<file path="config.mk">
export PLATFORM = sky130hd
export DESIGN_NAME = lcd_tick_generator
export DESIGN_NICKNAME = d
export VERILOG_FILES = /design/src/rtl/lcd_timing_pkg.sv /design/src/rtl/lcd_wait_timer.sv /design/src/rtl/lcd_tick_generator.sv
export SDC_FILE = /design/constraint.sdc
export NUM_CORES = 1
export LEC_CHECK = 0
export ABC_AREA = 1
export BUFFER_PORTS_ARGS = -buffer_cell sky130_fd_sc_hd__buf_2
export CAP_MARGIN = 30
export CORE_MARGIN = 3
export CORE_UTILIZATION = 50
export DETAILED_ROUTE_END_ITERATION = 10
export PLACE_DENSITY = 0.67
export SKIP_LAST_GASP = 1
export SLEW_MARGIN = 30
export SYNTH_ARGS = -nofsm -noshare
export SYNTH_HDL_FRONTEND = slang
export SYNTH_HIERARCHICAL = 1
export SYNTH_SLANG_ARGS = --single-unit
</file>
<file path="constraint.sdc">
create_clock -name clk -period 1.81 [get_ports clk]
set_input_delay 0.0905 -clock clk [delete_from_list [all_inputs] [get_ports clk]]
set_output_delay 0.0905 -clock clk [all_outputs]
set_load 0.01 [all_outputs]
</file>
<file path="src/rtl/lcd_timing_pkg.sv">
// Shared timing definitions for the ST7920 LCD pacing logic.
// Holds the wait-timer state encoding and 50 MHz divisor / wait constants that
// the LCD controller uses when programming lcd_tick_generator.
package lcd_timing_pkg;

  // Wait timer states.
  typedef enum logic {
    StIdle,
    StCount
  } wait_state_e;

  // Divisors for a 50 MHz system clock (tick period = div + 1 cycles).
  localparam int unsigned LCD_DIV_1US       = 49;
  localparam int unsigned LCD_DIV_72US      = 3599;

  // Wait lengths in microseconds, for use with a 1 us tick.
  localparam int unsigned LCD_WAIT_CLEAR_US = 1600;
  localparam int unsigned LCD_WAIT_CMD_US   = 72;

endpackage

</file>
<file path="src/rtl/lcd_wait_timer.sv">
// One-shot wait timer counting divider ticks.
// Ports:
//   clk_i    system clock
//   reset_i  synchronous active-high reset; aborts a wait without a done pulse
//   tick_i   registered tick strobe from the divider
//   start_i  request a wait of ticks_i ticks (ignored while busy)
//   ticks_i  number of ticks to wait; zero completes on the next edge
//   busy_o   high while a wait is in progress
//   done_o   one-cycle pulse when the wait completes
module lcd_wait_timer
  import lcd_timing_pkg::*;
#(
  parameter int unsigned WaitWidth = 16
) (
  input  logic                 clk_i,
  input  logic                 reset_i,
  input  logic                 tick_i,
  input  logic                 start_i,
  input  logic [WaitWidth-1:0] ticks_i,
  output logic                 busy_o,
  output logic                 done_o
);

  wait_state_e          state_q, state_d;
  logic [WaitWidth-1:0] remaining_q, remaining_d;
  logic                 done_q, done_d;

  always_comb begin
    state_d     = state_q;
    remaining_d = remaining_q;
    done_d      = 1'b0;
    unique case (state_q)
      StIdle: begin
        if (start_i) begin
          if (ticks_i != '0) begin
            remaining_d = ticks_i;
            state_d     = StCount;
          end else begin
            done_d = 1'b1;
          end
        end
      end
      StCount: begin
        // start_i is deliberately not looked at here: no restart or extend.
        if (tick_i) begin
          if (remaining_q == WaitWidth'(1)) begin
            remaining_d = '0;
            done_d      = 1'b1;
            state_d     = StIdle;
          end else begin
            remaining_d = remaining_q - WaitWidth'(1);
          end
        end
      end
    endcase
  end

  always_ff @(posedge clk_i) begin
    if (reset_i) begin
      state_q     <= StIdle;
      remaining_q <= '0;
      done_q      <= 1'b0;
    end else begin
      state_q     <= state_d;
      remaining_q <= remaining_d;
      done_q      <= done_d;
    end
  end

  // Busy follows the registered state, so it rises and falls on the same
  // edges as the state transitions.
  assign busy_o = (state_q == StCount);
  assign done_o = done_q;

endmodule

</file>
<file path="src/rtl/lcd_tick_generator.sv">
// Runtime-programmable tick divider for ST7920 command pacing, with a one-shot
// wait timer so the LCD controller can wait a number of ticks.
// Ports:
//   clk         system clock (50 MHz on board)
//   reset       synchronous active-high reset
//   enable      divider runs when high, holds when low
//   div_load    one-cycle strobe: load div_value and restart the count
//   div_value   new divisor, tick period = div_value + 1 cycles
//   tick        registered one-cycle strobe per divider period
//   clk_div     registered, toggles on every tick
//   wait_start  request a wait of wait_ticks ticks
//   wait_ticks  number of ticks to wait
//   wait_busy   high while a wait is in progress
//   wait_done   one-cycle pulse at the end of a wait
module lcd_tick_generator
  import lcd_timing_pkg::*;
#(
  parameter int unsigned CNT_WIDTH   = 16,
  parameter int unsigned DEFAULT_DIV = 2047,
  parameter int unsigned WAIT_WIDTH  = 16
) (
  input  logic                  clk,
  input  logic                  reset,
  input  logic                  enable,
  input  logic                  div_load,
  input  logic [CNT_WIDTH-1:0]  div_value,
  output logic                  tick,
  output logic                  clk_div,
  input  logic                  wait_start,
  input  logic [WAIT_WIDTH-1:0] wait_ticks,
  output logic                  wait_busy,
  output logic                  wait_done
);

  logic [CNT_WIDTH-1:0] cnt_q, cnt_d;
  logic [CNT_WIDTH-1:0] div_q, div_d;
  logic                 tick_q, tick_d;
  logic                 clk_div_q, clk_div_d;

  always_comb begin
    cnt_d     = cnt_q;
    div_d     = div_q;
    tick_d    = 1'b0;
    clk_div_d = clk_div_q;
    // A load wins over terminal count and works even while disabled.
    if (div_load) begin
      div_d = div_value;
      cnt_d = '0;
    end else if (enable) begin
      // Equality compare is safe: loads always zero the counter, so it can
      // never be above div_q.
      if (cnt_q == div_q) begin
        cnt_d     = '0;
        tick_d    = 1'b1;
        clk_div_d = ~clk_div_q;
      end else begin
        cnt_d = cnt_q + CNT_WIDTH'(1);
      end
    end
  end

  always_ff @(posedge clk) begin
    if (reset) begin
      cnt_q     <= '0;
      div_q     <= CNT_WIDTH'(DEFAULT_DIV);
      tick_q    <= 1'b0;
      clk_div_q <= 1'b0;
    end else begin
      cnt_q     <= cnt_d;
      div_q     <= div_d;
      tick_q    <= tick_d;
      clk_div_q <= clk_div_d;
    end
  end

  assign tick    = tick_q;
  assign clk_div = clk_div_q;

  // The timer sees the registered tick, so a tick issued on the start edge is
  // only counted on the following cycle, once the timer is in StCount.
  lcd_wait_timer #(
    .WaitWidth (WAIT_WIDTH)
  ) u_wait_timer (
    .clk_i   (clk),
    .reset_i (reset),
    .tick_i  (tick_q),
    .start_i (wait_start),
    .ticks_i (wait_ticks),
    .busy_o  (wait_busy),
    .done_o  (wait_done)
  );

endmodule

</file>
==> results of run 1 <==
-- flip-flops by register name (all words and copies together), names as in the netlist --
| register | flops |
|---|---|
| tick | 1 |
| div_q | 16 |
| u_wait_timer/remaining_q | 16 |
| u_wait_timer/done_o | 1 |
| cnt_q | 16 |
| u_wait_timer/busy_o | 1 |
| clk_div | 1 |
-- power by group through the flow --
| stage | sequential [mW] | clock (mW) | combinational (mW) |
|---|---|---|---|
| final | 1.26 | 0.836 | 0.570 |
| after global routing | 1.27 | 0.911 | 0.663 |
| after CTS | 1.26 | 0.861 | 0.570 |
| after detailed placement | 1.29 | 0 | 0.549 |
| after global placement | 1.29 | 0 | 0.542 |
| after floorplan | 1.27 | 0 | 0.411 |
-- critical path, stage by stage, from the launching register on --
cell	delay [ns]
dfxtp_1	0.44
ha_1	0.20
nand2_1	0.07
nor2_1	0.13
inv_1	0.07
nor3_1	0.25
nand2_1	0.08
o21ai_0	0.19
nor2_2	0.06
-- per-layer routing --
metal	routed length (um)	track usage [%]
met3	299	4.220
met2	2944	32.17
met4	68	5.324
met1	3837	30.48
met5	0	0
-- synth_stat cells --
master | count | area share, %
nand2_1 | 158 | 19
nor2_1 | 109 | 13
o21ai_0 | 19 | 3.1
nor3_1 | 3 | 0.48
o21ai_4 | 1 | 0.53
dfxtp_1 | 52 | 34
inv_2 | 6 | 0.73
nor2_4 | 3 | 1.1
and3_1 | 1 | 0.20
xor2_1 | 20 | 5.7
nand2_2 | 2 | 0.40
buf_2 | 4 | 0.65
buf_6 | 2 | 0.73
xnor2_1 | 3 | 0.85
clkbuf_1 | 4 | 0.48
nor2_2 | 13 | 2.6
nor3b_1 | 1 | 0.24
nand4_1 | 8 | 1.6
nand3_1 | 19 | 3.1
o21ai_2 | 1 | 0.28
a21oi_1 | 17 | 2.7
nor3_2 | 1 | 0.32
inv_1 | 56 | 6.8
ha_1 | 3 | 1.2
buf_1 | 2 | 0.24
-- worst min path at each step --
stage,depth (start not counted),from,to
3_3_place_gp,3,div_value[9],div_q[9]$_SDFFE_PP1P_
4_1_cts,3,div_value[12],div_q[12]$_SDFFE_PP0P_
6_report,3,div_value[12],div_q[12]$_SDFFE_PP0P_
3_5_place_dp,3,div_value[5],div_q[5]$_SDFFE_PP1P_
5_1_grt,3,div_value[12],div_q[12]$_SDFFE_PP0P_
2_1_floorplan,1,reset,u_wait_timer/busy_o$_SDFF_PP0_
-- cell type report --
class	count	area (um^2)
multi-input cells	382	1758
fillers	619	2359
clock buffers	6	72.57
inverters	62	232.7
repair buffers	56	360.3
flip-flops and latches	52	1041
clock inverters	2	38.79
well taps	75	93.84
-- timing repair --
| item | 4_1_cts | 5_1_grt |
|---|---|---|
| hold buffers | 11 | 0 |
| resized for setup | 0 | 0 |
| hold endpoints to repair | 11 | 0 |
| setup buffers | 0 | 0 |
-- cell families after synthesis --
kind of cell | after synthesis | synth area share, %
compound gates | 38 | 6.626
xor+xnor | 23 | 6.505
fa+ha+maj | 3 | 1.212
buf+inv | 74 | 9.616
flops | 52 | 33.62
simple gates | 318 | 42.42
-- cells in the final DEF, fill, tap and decap left out, drive strengths merged --
master and count:
ha 3, o21ai 21, dfxtp 52, xor2 20, nand3 19, nand4 8, buf 45, bufinv 1
and3 1, nor3b 1, a21oi 17, clkbuf 6, xnor2 3, dlygate4sd3 11, inv 63, nand2 160
nor3 4, nor2 125
==> results.md, run 1 <==
- Wirelength per Cell: 11.26 um
- Layout cells sized above 1: 14.11%
- GRT Total Usage: 21.09%
- Final wirelength: 7150 um
- DRC: 0
- CP Data Required Time: 2.02 ns
- Power density over cell area: 741.8 nW/um^2
- Vias in the first global route: 2763
- Longest Clk Path Bufs: 2
- Cell Rows: 28
- Normalized max-slew margin: 60.23%
- Clk Tree Root Cell: clkbuf_8
- RD Place Congestion: 0.8979
- Initial drt markers: 147
- Combinational Power Share: 21.4%
- Power share of the clock group: 31.3%
- Fmax: 0.6333 GHz
- First-pass GRT wire length: 12470 um
- Sw Ratio: 30.82%
- R2R cell count: 8
- Setup crit start: cnt_q[0]$_SDFFE_PP0P_
- Leakage: 1.758 nW
- IO Port Bufs: 40
- R2r startpoint: cnt_q[0]$_SDFFE_PP0P_
- Vias: 3035
- Worst R2R End: cnt_q[8]$_SDFFE_PP0P_
- Max Cap Violations: 0
- Syn avg cell area: 6.096 um^2
- Placed cells: 616
- Register area share after synthesis: 33.62%
- I/O Pins: 41
- Final WS setup: 0.2310 ns
- Initial antenna violation count: 0
- Starting density of the core: 52.00%
- Worst-Skew Late Latency: 0.31 ns
- Final setup fails: 0
- Crit end category: flop
- Layout area overhead: 16.16%
- Die Ht: 84.70 um
- Count of non-filler cells in the finished layout: 635
- Crit path kind: flop to flop
- CTS H-tree lvls: 2
- R2R Setup Slk: 0.23 ns
- Setup crit start kind: flop
- Fin area: 3597 um^2
- Synth cell types: 25
- Final net count: 599
- Setup crit end: cnt_q[8]$_SDFFE_PP0P_
- Minimum clock period: 1.579 ns
- Internal power: 1.846 mW
- RSZ-0062 raised after global routing: false
- Final Max Tran Viols: 0
- Status: completed
- Power, Total: 2.669 mW
- Sw power: 0.8226 mW
- Post-Syn Area: 3097 um^2
- WHS: 0.01559 ns
- Syn Inst Count: 508
- Full die area: 7174 um^2
- CTS tree: yes
- Grt ovf: 0
- Fin util: 60.40%
- Core area: 5956 um^2
- Worst vdd ir: 422.1 uV
- Initial DRT Pass Iterations: 5
- Placed cell areas: 3376 um^2
- Setup TNS: 0 ns
- Slew @ Worst Pin: 0.5959 ns
- Antenna Diode Count: 0
- Skew final: 0.009094 ns
- Clock-pin slew on the worst setup and hold paths: 0.10 ns
- Crit-path max FO: 6
- Pre-CTS WS: 0.2434 ns
- Drt via density: 4.780
- Seq pwr share: 47.3%
- Syn nets: 548
- Number of antenna-violating nets in the routed design: 0
- CTS buffer count: 5
- Number of synthesized register bits: 52
- # clock sinks: 52
- Final hold violations: 0
- Dpl hpwl: 5392 um
- WP data arrival: 1.79 ns
- Min-delay worst type: input port to flop
- Horiz. Die Dim: 84.70 um
- Fin crit share: 87.24%
- Count of warnings emitted by yosys: 6
- Largest net degree at the start of global routing: 29
No activity file was read; power rests on OpenSTA's default activity.
==> run 2: changes to the inputs <==
PLACE_DENSITY = 0.69   (was 0.67)
clock period = 1.45 ns   (was 1.81 ns; I/O delays follow)
==> run 2 against run 1 <==
Against the previous run: the flow now finishes with violations (negative setup slack); final area grew 17%; die area is the same; sequential share of layout area shrank 3.5 points; clock power grew 7.2%; hold slack lost 0.014 ns; via count grew 12%; core utilization grew 10 points; sequential power grew 25%; critical path type unchanged; final cell count grew 7.2%; global-route usage grew 2.9 points; fmax grew 3.1%.
==> results.md, run 2 (same netlist as run 1, synthesis figures left out) <==
- First-pass GRT wire length: 13960 um (was 12470 um)
- Fin area: 4203 um^2 (was 3597 um^2)
- Worst R2R End: cnt_q[11]$_SDFFE_PP0P_ (was cnt_q[8]$_SDFFE_PP0P_)
- Starting density of the core: 52.00% (unchanged)
- Initial drt markers: 268 (was 147)
- Final hold violations: 0 (unchanged)
- Worst vdd ir: 452.1 uV (was 422.1 uV)
- Setup crit start kind: flop (unchanged)
- Worst-Skew Late Latency: 0.33 ns (was 0.31 ns)
- Biggest regs: cnt_q (16), div_q (16), u_wait_timer/remaining_q (16) (unchanged)
- CP Data Required Time: 1.68 ns (was 2.02 ns)
- Antenna Diode Count: 0 (unchanged)
- Layout area overhead: 35.72% (was 16.16%)
- Drt via density: 5.006 (was 4.780)
- Min-delay worst type: input port to flop (unchanged)
- Layout cells sized above 1: 29.70% (was 14.11%)
- Number of antenna-violating nets in the routed design: 0 (unchanged)
- Combinational Power Share: 25.7% (was 21.4%)
- WP data arrival: 1.76 ns (was 1.79 ns)
- Normalized max-slew margin: 70.87% (was 60.23%)
- Sw power: 1.118 mW (was 0.8226 mW)
- Vias: 3409 (was 3035)
- Global Route met3 Usage: 2.944% (was 4.220%)
- Die Ht: 84.70 um (unchanged)
- Leakage: 2.056 nW (was 1.758 nW)
- Most frequent cells in the layout: nand2_1, nor2_1, inv_1, buf_4, buf_2 (was nand2_1, nor2_1, inv_1, dfxtp_1, buf_2)
- Most Crowded Layer GR: met2 (unchanged)
- IO Port Bufs: 40 (unchanged)
- GRT Total Usage: 24.03% (was 21.09%)
- Crit end category: flop (unchanged)
- Final wirelength: 9082 um (was 7150 um)
- Setup crit end: cnt_q[11]$_SDFFE_PP0P_ (was cnt_q[8]$_SDFFE_PP0P_)
- Initial antenna violation count: 0 (unchanged)
- Skew final: 0.01255 ns (was 0.009094 ns)
- Clock-pin slew on the worst setup and hold paths: 0.11 ns (was 0.10 ns)
- R2R Setup Slk: -0.08 ns (was 0.23 ns)
- Wirelength per Cell: 13.34 um (was 11.26 um)
- DRC: 0 (unchanged)
- Horiz. Die Dim: 84.70 um (unchanged)
- CTS buffer count: 5 (unchanged)
- Dpl hpwl: 5735 um (was 5392 um)
- Pre-CTS WS: -0.05587 ns (was 0.2434 ns)
- Failing checks: negative setup slack
- Largest net degree at the start of global routing: 21 (was 29)
- Setup crit start: cnt_q[4]$_SDFFE_PP0P_ (was cnt_q[0]$_SDFFE_PP0P_)
- Sw Ratio: 33.63% (was 30.82%)
- Longest Clk Path Bufs: 2 (unchanged)
- Fin crit share: 105.7% (was 87.24%)
- Met2 Track Usage GR: 37.58% (was 32.17%)
- Slew @ Worst Pin: 0.4359 ns (was 0.5959 ns)
- Fin util: 70.57% (was 60.40%)
- Core area: 5956 um^2 (unchanged)
- Final setup fails: 26 (was 0)
- Cell Rows: 28 (unchanged)
- Most common cell after layout, fill and taps aside: nand2_1 (unchanged)
- RD Place Congestion: 0.8922 (was 0.8979)
- # clock sinks: 52 (unchanged)
- Power share of the clock group: 26.9% (was 31.3%)
- I/O Pins: 41 (unchanged)
- Internal power: 2.207 mW (was 1.846 mW)
- R2R cell count: 8 (unchanged)
- Initial DRT Pass Iterations: 5 (unchanged)
- Footprint of the multi-input gates: 1952 um^2 (was 1758 um^2)
- Full die area: 7174 um^2 (unchanged)
- Placed cell areas: 3561 um^2 (was 3376 um^2)
- Final WS setup: -0.08199 ns (was 0.2310 ns)
- Max Cap Violations: 0 (unchanged)
- WHS: 0.001806 ns (was 0.01559 ns)
- R2r startpoint: cnt_q[4]$_SDFFE_PP0P_ (was cnt_q[0]$_SDFFE_PP0P_)
- Vias in the first global route: 3034 (was 2763)
- Met1 Resource Use GR: 34.08% (was 30.48%)
- Power density over cell area: 791.0 nW/um^2 (was 741.8 nW/um^2)
- Crit path kind: flop to flop (unchanged)
- Final-layout fill cell count: 486 (was 619)
- Seq pwr share: 47.4% (was 47.3%)
- Power, Total: 3.324 mW (was 2.669 mW)
- Final net count: 645 (was 599)
- Grt ovf: 0 (unchanged)
- Clk Tree Root Cell: clkbuf_8 (unchanged)
- CTS H-tree lvls: 2 (unchanged)
- CTS tree: yes (unchanged)
- Crit-path max FO: 4 (was 6)
- Fmax: 0.6527 GHz (was 0.6333 GHz)
- Final Max Tran Viols: 0 (unchanged)
- RSZ-0062 raised after global routing: true (was false)
- Minimum clock period: 1.532 ns (was 1.579 ns)
- FF/Latch Area: 1071 um^2 (was 1041 um^2)
- Status: finished with violations (was completed)
[run 2: repair_timing]
item	4_1_cts	5_1_grt
buffers inserted	12	6
cloned	1	1
hold buffers	14	0
gates resized for setup	20	61
endpoints found under the setup margin	27	31
endpoints found under the hold margin	14	0
pin swaps	11	23
[run 2: worst min path at each step]
stage | depth (start not counted) | slack [ns] | endpoint | startpoint
global placement | 3 | 0.28 | div_q[9]$_SDFFE_PP1P_ | div_value[9]
finish | 3 | 0.002 | div_q[6]$_SDFFE_PP1P_ | div_value[6]
global route | 3 | 0.03 | div_q[6]$_SDFFE_PP1P_ | div_value[6]
CTS | 3 | 0.02 | div_q[6]$_SDFFE_PP1P_ | div_value[6]
detailed placement | 3 | 0.29 | div_q[3]$_SDFFE_PP1P_ | div_value[3]
floorplan | 1 | 0.14 | u_wait_timer/busy_o$_SDFF_PP0_ | reset
[run 2: metal layers]
metal | vias to the layer above | wire [um]
li1 | 1736 | -
met1 | 1538 | 4206
met2 | 111 | 4114
met3 | 24 | 503
met4 | 0 | 257
met5 | - | 0
[run 2: power groups by stage]
| stage | Clock, mW | Combinational [mW] | Sequential, mW |
|---|---|---|---|
| after global placement | 0 | 0.715 | 1.60 |
| after floorplan | 0 | 0.513 | 1.59 |
| after detailed placement | 0 | 0.731 | 1.60 |
| after global routing | 0.962 | 0.963 | 1.59 |
| final | 0.896 | 0.854 | 1.57 |
| after CTS | 0.905 | 0.776 | 1.57 |
[run 2: worst max-delay path, cell delays in order (launching register included)]
cell and delay [ns]:
dfxtp_2 0.38, nand2_1 0.13, nor2_4 0.15, nand2_2 0.10
nor2_2 0.16, inv_1 0.08, nor2_1 0.18, xor2_2 0.20
nor2_4 0.05
[run 2: stage by stage]
stage | setup TNS, ns | std cells
after floorplan | 0 | 508
after global placement | -0.008247 | 639
after detailed placement | -0.3175 | 639
after CTS | -0.1419 | 674
after global routing | -4.458 | 681
final | -1.095 | 681
[run 2: area by class of cell]
type | count | area share [%]
multi-input combinational | 382 | 46.44
timing repair buffer | 102 | 18.13
inverter | 62 | 5.537
tap | 75 | 2.233
clock buffer | 5 | 1.637
clock inverter | 3 | 0.5359
sequential | 52 | 25.48
